==> config.mk <==
export PLATFORM = sky130hd
export DESIGN_NAME = flash_read_arbiter
export DESIGN_NICKNAME = d
export VERILOG_FILES = /design/src/rtl/flash_read_arbiter.sv
export SDC_FILE = /design/constraint.sdc
export NUM_CORES = 1
export LEC_CHECK = 0
export ABC_AREA = 0
export CELL_PAD_IN_SITES_DETAIL_PLACEMENT = 0
export CELL_PAD_IN_SITES_GLOBAL_PLACEMENT = 1
export CORE_MARGIN = 4
export CORE_UTILIZATION = 24
export CTS_CLUSTER_DIAMETER = 60
export DETAILED_ROUTE_END_ITERATION = 6
export GPL_ROUTABILITY_DRIVEN = 0
export MAX_ROUTING_LAYER = met4
export PLACE_DENSITY = 0.87
export SLEW_MARGIN = 10
export SYNTH_ARGS = -nofsm -noshare
export SYNTH_HDL_FRONTEND = slang
export SYNTH_SLANG_ARGS = --single-unit
==> constraint.sdc <==
create_clock -name clk -period 2.6 [get_ports clk]
set_clock_uncertainty 0.05 [all_clocks]
set_input_delay 0.52 -clock clk [delete_from_list [all_inputs] [get_ports clk]]
set_output_delay 0.52 -clock clk [all_outputs]
set_load 0.005 [all_outputs]
==> src/rtl/flash_read_arbiter.sv <==
// Two-requester round-robin read arbiter in front of a single Avalon flash master.
// One outstanding read at a time; a read with no data return is abandoned after TIMEOUT cycles.
module flash_read_arbiter #(
    parameter int unsigned TIMEOUT = 255
) (
    input  logic        clk,
    input  logic        rst,
    input  logic        req0_read,
    input  logic [22:0] req0_address,
    output logic        req0_waitrequest,
    output logic [31:0] req0_readdata,
    output logic        req0_readdatavalid,
    input  logic        req1_read,
    input  logic [22:0] req1_address,
    output logic        req1_waitrequest,
    output logic [31:0] req1_readdata,
    output logic        req1_readdatavalid,
    output logic        flash_mem_read,
    output logic [22:0] flash_mem_address,
    output logic        flash_mem_write,
    output logic [3:0]  flash_mem_byteenable,
    output logic [31:0] flash_mem_writedata,
    output logic [5:0]  flash_mem_burstcount,
    input  logic        flash_mem_waitrequest,
    input  logic [31:0] flash_mem_readdata,
    input  logic        flash_mem_readdatavalid,
    output logic        grant,
    output logic        busy,
    output logic        timeout
);

    typedef enum logic [1:0] {
        ST_IDLE  = 2'd0,
        ST_ISSUE = 2'd1,
        ST_WAIT  = 2'd2
    } state_t;

    localparam logic [15:0] TIMEOUT_LAST = 16'(TIMEOUT - 32'd1);

    state_t      state_r, state_nxt_s;
    logic        grant_r, grant_nxt_s;
    logic        last_r, last_nxt_s;
    logic [22:0] addr_r, addr_nxt_s;
    logic        read_r, read_nxt_s;
    logic [15:0] cnt_r, cnt_nxt_s;
    logic        timeout_r, timeout_nxt_s;
    logic        busy_r;
    logic        winner_s;
    logic        issue_s;
    logic        wait_s;

    // Round-robin pick: on a tie the requester not granted last time wins
    always_comb begin
        if (req0_read && req1_read) begin
            winner_s = ~last_r;
        end else if (req1_read) begin
            winner_s = 1'b1;
        end else begin
            winner_s = 1'b0;
        end
    end

    // Next-state and next-register logic for the read sequencer
    always_comb begin
        state_nxt_s   = state_r;
        grant_nxt_s   = grant_r;
        last_nxt_s    = last_r;
        addr_nxt_s    = addr_r;
        read_nxt_s    = read_r;
        cnt_nxt_s     = cnt_r;
        timeout_nxt_s = 1'b0;
        case (state_r)
            ST_IDLE: begin
                if (req0_read || req1_read) begin
                    state_nxt_s = ST_ISSUE;
                    grant_nxt_s = winner_s;
                    addr_nxt_s  = winner_s ? req1_address : req0_address;
                    read_nxt_s  = 1'b1;
                end else begin
                    read_nxt_s  = 1'b0;
                end
            end
            ST_ISSUE: begin
                if (!flash_mem_waitrequest) begin
                    state_nxt_s = ST_WAIT;
                    read_nxt_s  = 1'b0;
                    cnt_nxt_s   = 16'd0;
                end else begin
                    read_nxt_s  = 1'b1;
                end
            end
            ST_WAIT: begin
                // Returned data takes priority over an expiring count
                if (flash_mem_readdatavalid) begin
                    state_nxt_s = ST_IDLE;
                    last_nxt_s  = grant_r;
                end else if (cnt_r == TIMEOUT_LAST) begin
                    state_nxt_s   = ST_IDLE;
                    last_nxt_s    = grant_r;
                    timeout_nxt_s = 1'b1;
                end else begin
                    cnt_nxt_s = cnt_r + 16'd1;
                end
            end
            default: begin
                state_nxt_s = ST_IDLE;
                read_nxt_s  = 1'b0;
            end
        endcase
    end

    // State and output registers
    always_ff @(posedge clk or negedge rst) begin
        if (!rst) begin
            state_r   <= ST_IDLE;
            grant_r   <= 1'b0;
            last_r    <= 1'b1;
            addr_r    <= 23'd0;
            read_r    <= 1'b0;
            cnt_r     <= 16'd0;
            timeout_r <= 1'b0;
            busy_r    <= 1'b0;
        end else begin
            state_r   <= state_nxt_s;
            grant_r   <= grant_nxt_s;
            last_r    <= last_nxt_s;
            addr_r    <= addr_nxt_s;
            read_r    <= read_nxt_s;
            cnt_r     <= cnt_nxt_s;
            timeout_r <= timeout_nxt_s;
            busy_r    <= (state_nxt_s != ST_IDLE);
        end
    end

    assign issue_s = (state_r == ST_ISSUE);
    assign wait_s  = (state_r == ST_WAIT);

    assign req0_waitrequest   = !(issue_s && !grant_r) || flash_mem_waitrequest;
    assign req1_waitrequest   = !(issue_s && grant_r) || flash_mem_waitrequest;
    assign req0_readdata      = flash_mem_readdata;
    assign req1_readdata      = flash_mem_readdata;
    assign req0_readdatavalid = flash_mem_readdatavalid && wait_s && !grant_r;
    assign req1_readdatavalid = flash_mem_readdatavalid && wait_s && grant_r;

    assign flash_mem_read       = read_r;
    assign flash_mem_address    = addr_r;
    assign flash_mem_write      = 1'b0;
    assign flash_mem_byteenable = 4'hF;
    assign flash_mem_writedata  = 32'h0000_0000;
    assign flash_mem_burstcount = 6'd1;

    assign grant   = grant_r;
    assign busy    = busy_r;
    assign timeout = timeout_r;

endmodule

; Word-level counts from Yosys, hierarchy flattened
; Cells that the tools add are included.
; W data, S select, Z words.
[totals]
reg_bits = 46
input_bits = 84
out_inout_bits = 138
elab_cells = 55
[op_classes]
n_addsub = 1
n_eq_ne = 6
mux = 20
bitwise_logic = 1
reduce_logical = 19
[ops]
columns = operator, n
row1 = $mux W16, 3
row2 = $pmux W16 S2, 1
row3 = $mux W23, 1
row4 = $add A16 B1 Y16 const B, 1
row5 = $eq A16 B8 Y1 const B, 1
row6 = $mux W1, 9
row7 = $mux W2, 4
row8 = $logic_and A1 B1 Y1, 6
row9 = $ne A2 B2 Y1 const B, 3
row10 = $pmux W2 S3, 1
row11 = $reduce_bool A2 Y1, 3
row12 = $reduce_and A2 Y1, 2
row13 = $reduce_and A4 Y1, 1
row14 = $logic_not A1 Y1, 3
row15 = $logic_or A1 B1 Y1, 3
row16 = $pmux W1 S3, 1
row17 = $eq A2 B1 Y1 const B, 1
row18 = $eq A2 B2 Y1 const B, 1
row19 = $logic_not A2 Y1, 1
row20 = $not A1 Y1, 1

; Logic depth before layout (Yosys ltp)
[depth]
depth_word = 5
mapped_depth = 7
depth_no_buf = 6

; Worst setup path after synthesis
; Ideal clock, no wire load.
[synth_path]
path_kind = input to register
startpoint = input port flash_mem_readdatavalid
endpoint = register cnt_r[13]
setup_time_ns = 0.066
t_arrival_ns = 2.014
required_time_ns = 2.484
slack_ns = 0.470
path_stages = 5
path_buffers = 1
path_cell_list = or3b_1 > buf_2 > or4_4 > or4_1 > nand2_1
[synth_via]
elab_chain_len = 2
[synth_lines]
columns = item, line_no
row1 = "start, declared", 26  ; input logic flash_mem_readdatavalid,
row2 = $ne A2 B2 Y1 (no line), --
row3 = $reduce_and A4 Y1 (no line), --
row4 = "end signal, assigned", 129  ; cnt_r <= cnt_nxt_s;
row5 = "end, declared", 45  ; logic [15:0] cnt_r, cnt_nxt_s;
; No other way between the ends.
; A chain may end at the register's enable or synchronous reset.

; Worst setup path in the final report
[layout_path]
startpoint = input port flash_mem_waitrequest
endpoint = output port req1_waitrequest
[layout_via]
elab_chain_len = 1
[layout_lines]
columns = item, line_no
row1 = "start, declared", 24  ; input logic flash_mem_waitrequest,
row2 = $logic_or A1 B1 Y1, 139  ; assign req1_waitrequest = !(issue_s && grant_r) || flash_mem_waitrequest;
row3 = "end, declared", 15  ; output logic req1_waitrequest,
; No other way between the ends.

==> flow_metrics.py <==
metrics = {
    "clock_network": {
        "cts_buffers": 5,
        "clk_pin_slew_worst_paths_ns": 0.07,
        "cts-root-buf": "clkbuf_16",
        "cts_resized": 0,
        "cts_sinks": 46,
        "holdBufCountCts": 0,
        "post_cts_buffers": 0,
        "clockBufferDepth": 2,
        "h-tree-depth": 2,
        "cts_tree": "done",
        "clock_latency_ns": 0.28,
    },
    "synthesis": {
        "syn_avg_cell_area_sq_um": 9.23,
        "synth_edf_count": 0,
        "synth_flop_cell": "dfrtp_1",
        "yosys_warnings": 0,
        "yosysUniqueCellTypes": 41,
        "ys_async_sr_fraction_pct": 100,
        "synth_area_sq_um": 3070,
        "syn-instance-count": 333,
        "yosysSeqAreaShare_pct": 37.5,
        "ys_ff_latch": 46,
    },
    "cells_and_area": {
        "fill_cells": 1321,
        "nNetsFinal": 439,
        "multiInputGateArea_sq_um": 1230,
        "area.growth.synth_to_final_pct": 18.7,
        "antenna_cells": 0,
        "drive_gt1_share_pct": 6.78,
        "regArea_sq_um": 1150,
    },
    "floorplanning": {
        "rows": 41,
        "start_util_pct": 24.5,
        "fp.dieW_microns": 121,
        "coreArea_sq_um": 12600,
        "die_height_microns": 121,
        "die_area_sq_um": 14700,
        "pin_count": 222,
    },
    "routing": {
        "drt_iter0_drc": 60,
        "num_vias": 2121,
        "drt-total-wl_mm": 6.46,
        "antenna_left": 0,
        "post_drt_via_cell_ratio": 4.03,
        "drt_drc_violations_left": 0,
        "dr.pass1.iters": 4,
        "wl_per_cell_microns": 12.3,
    },
    "timing": {
        "rsz0062_at_grt": "no",
        "fmax_ghz": 0.416,
        "min_period_ns": 2.40,
        "finalSetupTns_ns": 0,
        "setup_violations": 0,
        "period_share_pct": 92.4,
        "hold_viol_final": 0,
        "slew_violations": 0,
    },
    "critical_path": {
        "reg2reg_from": "cnt_r[12]",
        "path_max_fanout": 3,
        "cp-end-kind": "output pin",
        "critPathArrivalTime_ns": 1.83,
        "r2r-end": "cnt_r[1]",
        "critPathLaunchType": "primary input",
        "critPathKind": "primary input to output pin",
        "reg2regPathDepth": 5,
        "cp.required_ns": 2.03,
        "r2r_slack_ns": 0.49,
    },
    "run": {
        "cap_violations": 0,
    },
    "power": {
        "p_leak_nw": 1.55,
        "peakVddDrop_mv": 0.516,
        "powerDensity_nw_per_um2": 788,
        "power_mw": 2.87,
    },
    "placement": {
        "hpwl_mm": 4.85,
        "io_buffers": 82,
    },
    "global_routing": {
        "grt_pass1_vias": 2144,
        "grt_max_degree": 47,
        "grt_antenna_before_repair": 0,
        "overflow": 0,
        "grtUsageTotal_pct": 9.01,
        "grt_pass1_wl_mm": 10.4,
    },
    "min_path": {
        "hold_path_class": "primary input to asynchronous set/reset pin",
    },
    "outcome": {
        "status": "finished clean",
    },
}
-- placed cells by master (no fill, tap or decap), types with 3 or more instances in the layout --
cell type and n:
clkbuf_16 5, o31ai_1 4, nand2b_1 3, nor2_1 7, conb_1 43, nand4_1 6
buf_4 7, nand2_1 37, and2_1 3, o311ai_0 3, inv_1 4, dfrtp_1 45
or4_1 4, nor4_1 3, nand3_1 5, or3_1 4, a21oi_1 4, clkdlybuf4s50_1 81
mux2i_1 28, o21ai_0 27
-- metal layers --
metal  wire length [microns]  track usage, %
met4                     110            3.50
met1                    2710            10.8
met5                       0               -
met3                     527            2.19
met2                    3110            14.7
-- cells in the mapped netlist (2+ instances only) --
cell,n,area [sq um]
a21oi_1,4,20.0
and2_1,3,18.8
buf_2,3,15.0
buf_4,107,803
clkbuf_1,8,30.0
conb_1,2,7.51
dfrtp_1,45,1130
ha_1,2,25.0
inv_1,4,15.0
mux2i_1,28,280
nand2_1,37,139
nand2b_1,3,18.8
nand3_1,5,25.0
nand4_1,6,37.5
nor2_1,7,26.3
nor3b_1,2,15.0
nor4_1,3,18.8
o211ai_1,2,15.0
o21ai_0,28,140
o311ai_0,3,26.3
o31ai_1,4,30.0
or3_1,4,25.0
or4_1,4,30.0
xnor2_1,2,17.5
-- worst max-delay path, cell delays in order --
cell	delay [ns]
clkdlybuf4s50_1	0.43
nor3b_1	0.34
nand2_1	0.09
clkdlybuf4s50_1	0.46
-- final cells by class --
| type | instances | share of cell area [%] |
|---|---|---|
| Inverter | 4 | 0.412 |
| Clock buffer | 6 | 3.53 |
| Sequential cell | 46 | 31.6 |
| Timing Repair Buffer | 90 | 24.3 |
| Multi-Input combinational cell | 206 | 33.8 |
| Tap cell | 172 | 5.90 |
| Clock inverter | 2 | 0.377 |
-- kinds of logic (layout without fill, tap and decap cells) --
kind of cell	count (synthesis)	count (layout)	share of synthesized area (%)
xor gates and xnor gates	3	3	0.855
and+or+nand+nor	86	86	15.0
buffers and inverters	122	102	28.1
muxes	29	29	9.48
other	2	43	0.244
adders and majority gates	2	2	0.814
AOI/OAI and AO/OA	43	43	8.02
DFF	46	46	37.5
-- through the flow --
step           setup slack [ns]  cell area (sq um)  hold slack (ns)  utilization (%)  std cells
6_report                  0.197               3650           0.0881             29.0        526
3_3_place_gp             0.0181               3510            0.414             27.9        518
2_1_floorplan             0.470               3230            0.174                -        374
4_1_cts                   0.183               3650            0.111             29.0        526
3_5_place_dp           -0.00779               3510            0.415             27.9        518
5_1_grt                  0.0210               3650            0.125             29.0        526
-- sequential cells by signal, indices dropped and copies added (netlist names) --
name	count
flash_mem_address	23
cnt_r	16
state_r	2
busy	1
flash_mem_read	1
grant	1
last_r	1
timeout	1
-- worst max-delay path by stage --
| stage | startpoint | endpoint | slack (ns) | cells after the start |
|---|---|---|---|---|
| after floorplan | flash_mem_readdatavalid | cnt_r[13] | 0.47 | 5 |
| after global routing | flash_mem_waitrequest | req0_waitrequest | 0.02 | 4 |
| final | flash_mem_waitrequest | req1_waitrequest | 0.20 | 4 |
| after global placement | flash_mem_readdatavalid | cnt_r[13] | 0.02 | 5 |
| after CTS | flash_mem_waitrequest | req0_waitrequest | 0.18 | 4 |
| after detailed placement | flash_mem_readdatavalid | cnt_r[13] | -0.008 | 5 |
-- power by group --
part           internal [mW]  switching, mW
clock network          0.357          0.278
registers              0.956          0.152
logic                  0.641          0.489
total                   1.95          0.919
Power figures use the tool's default switching activity.
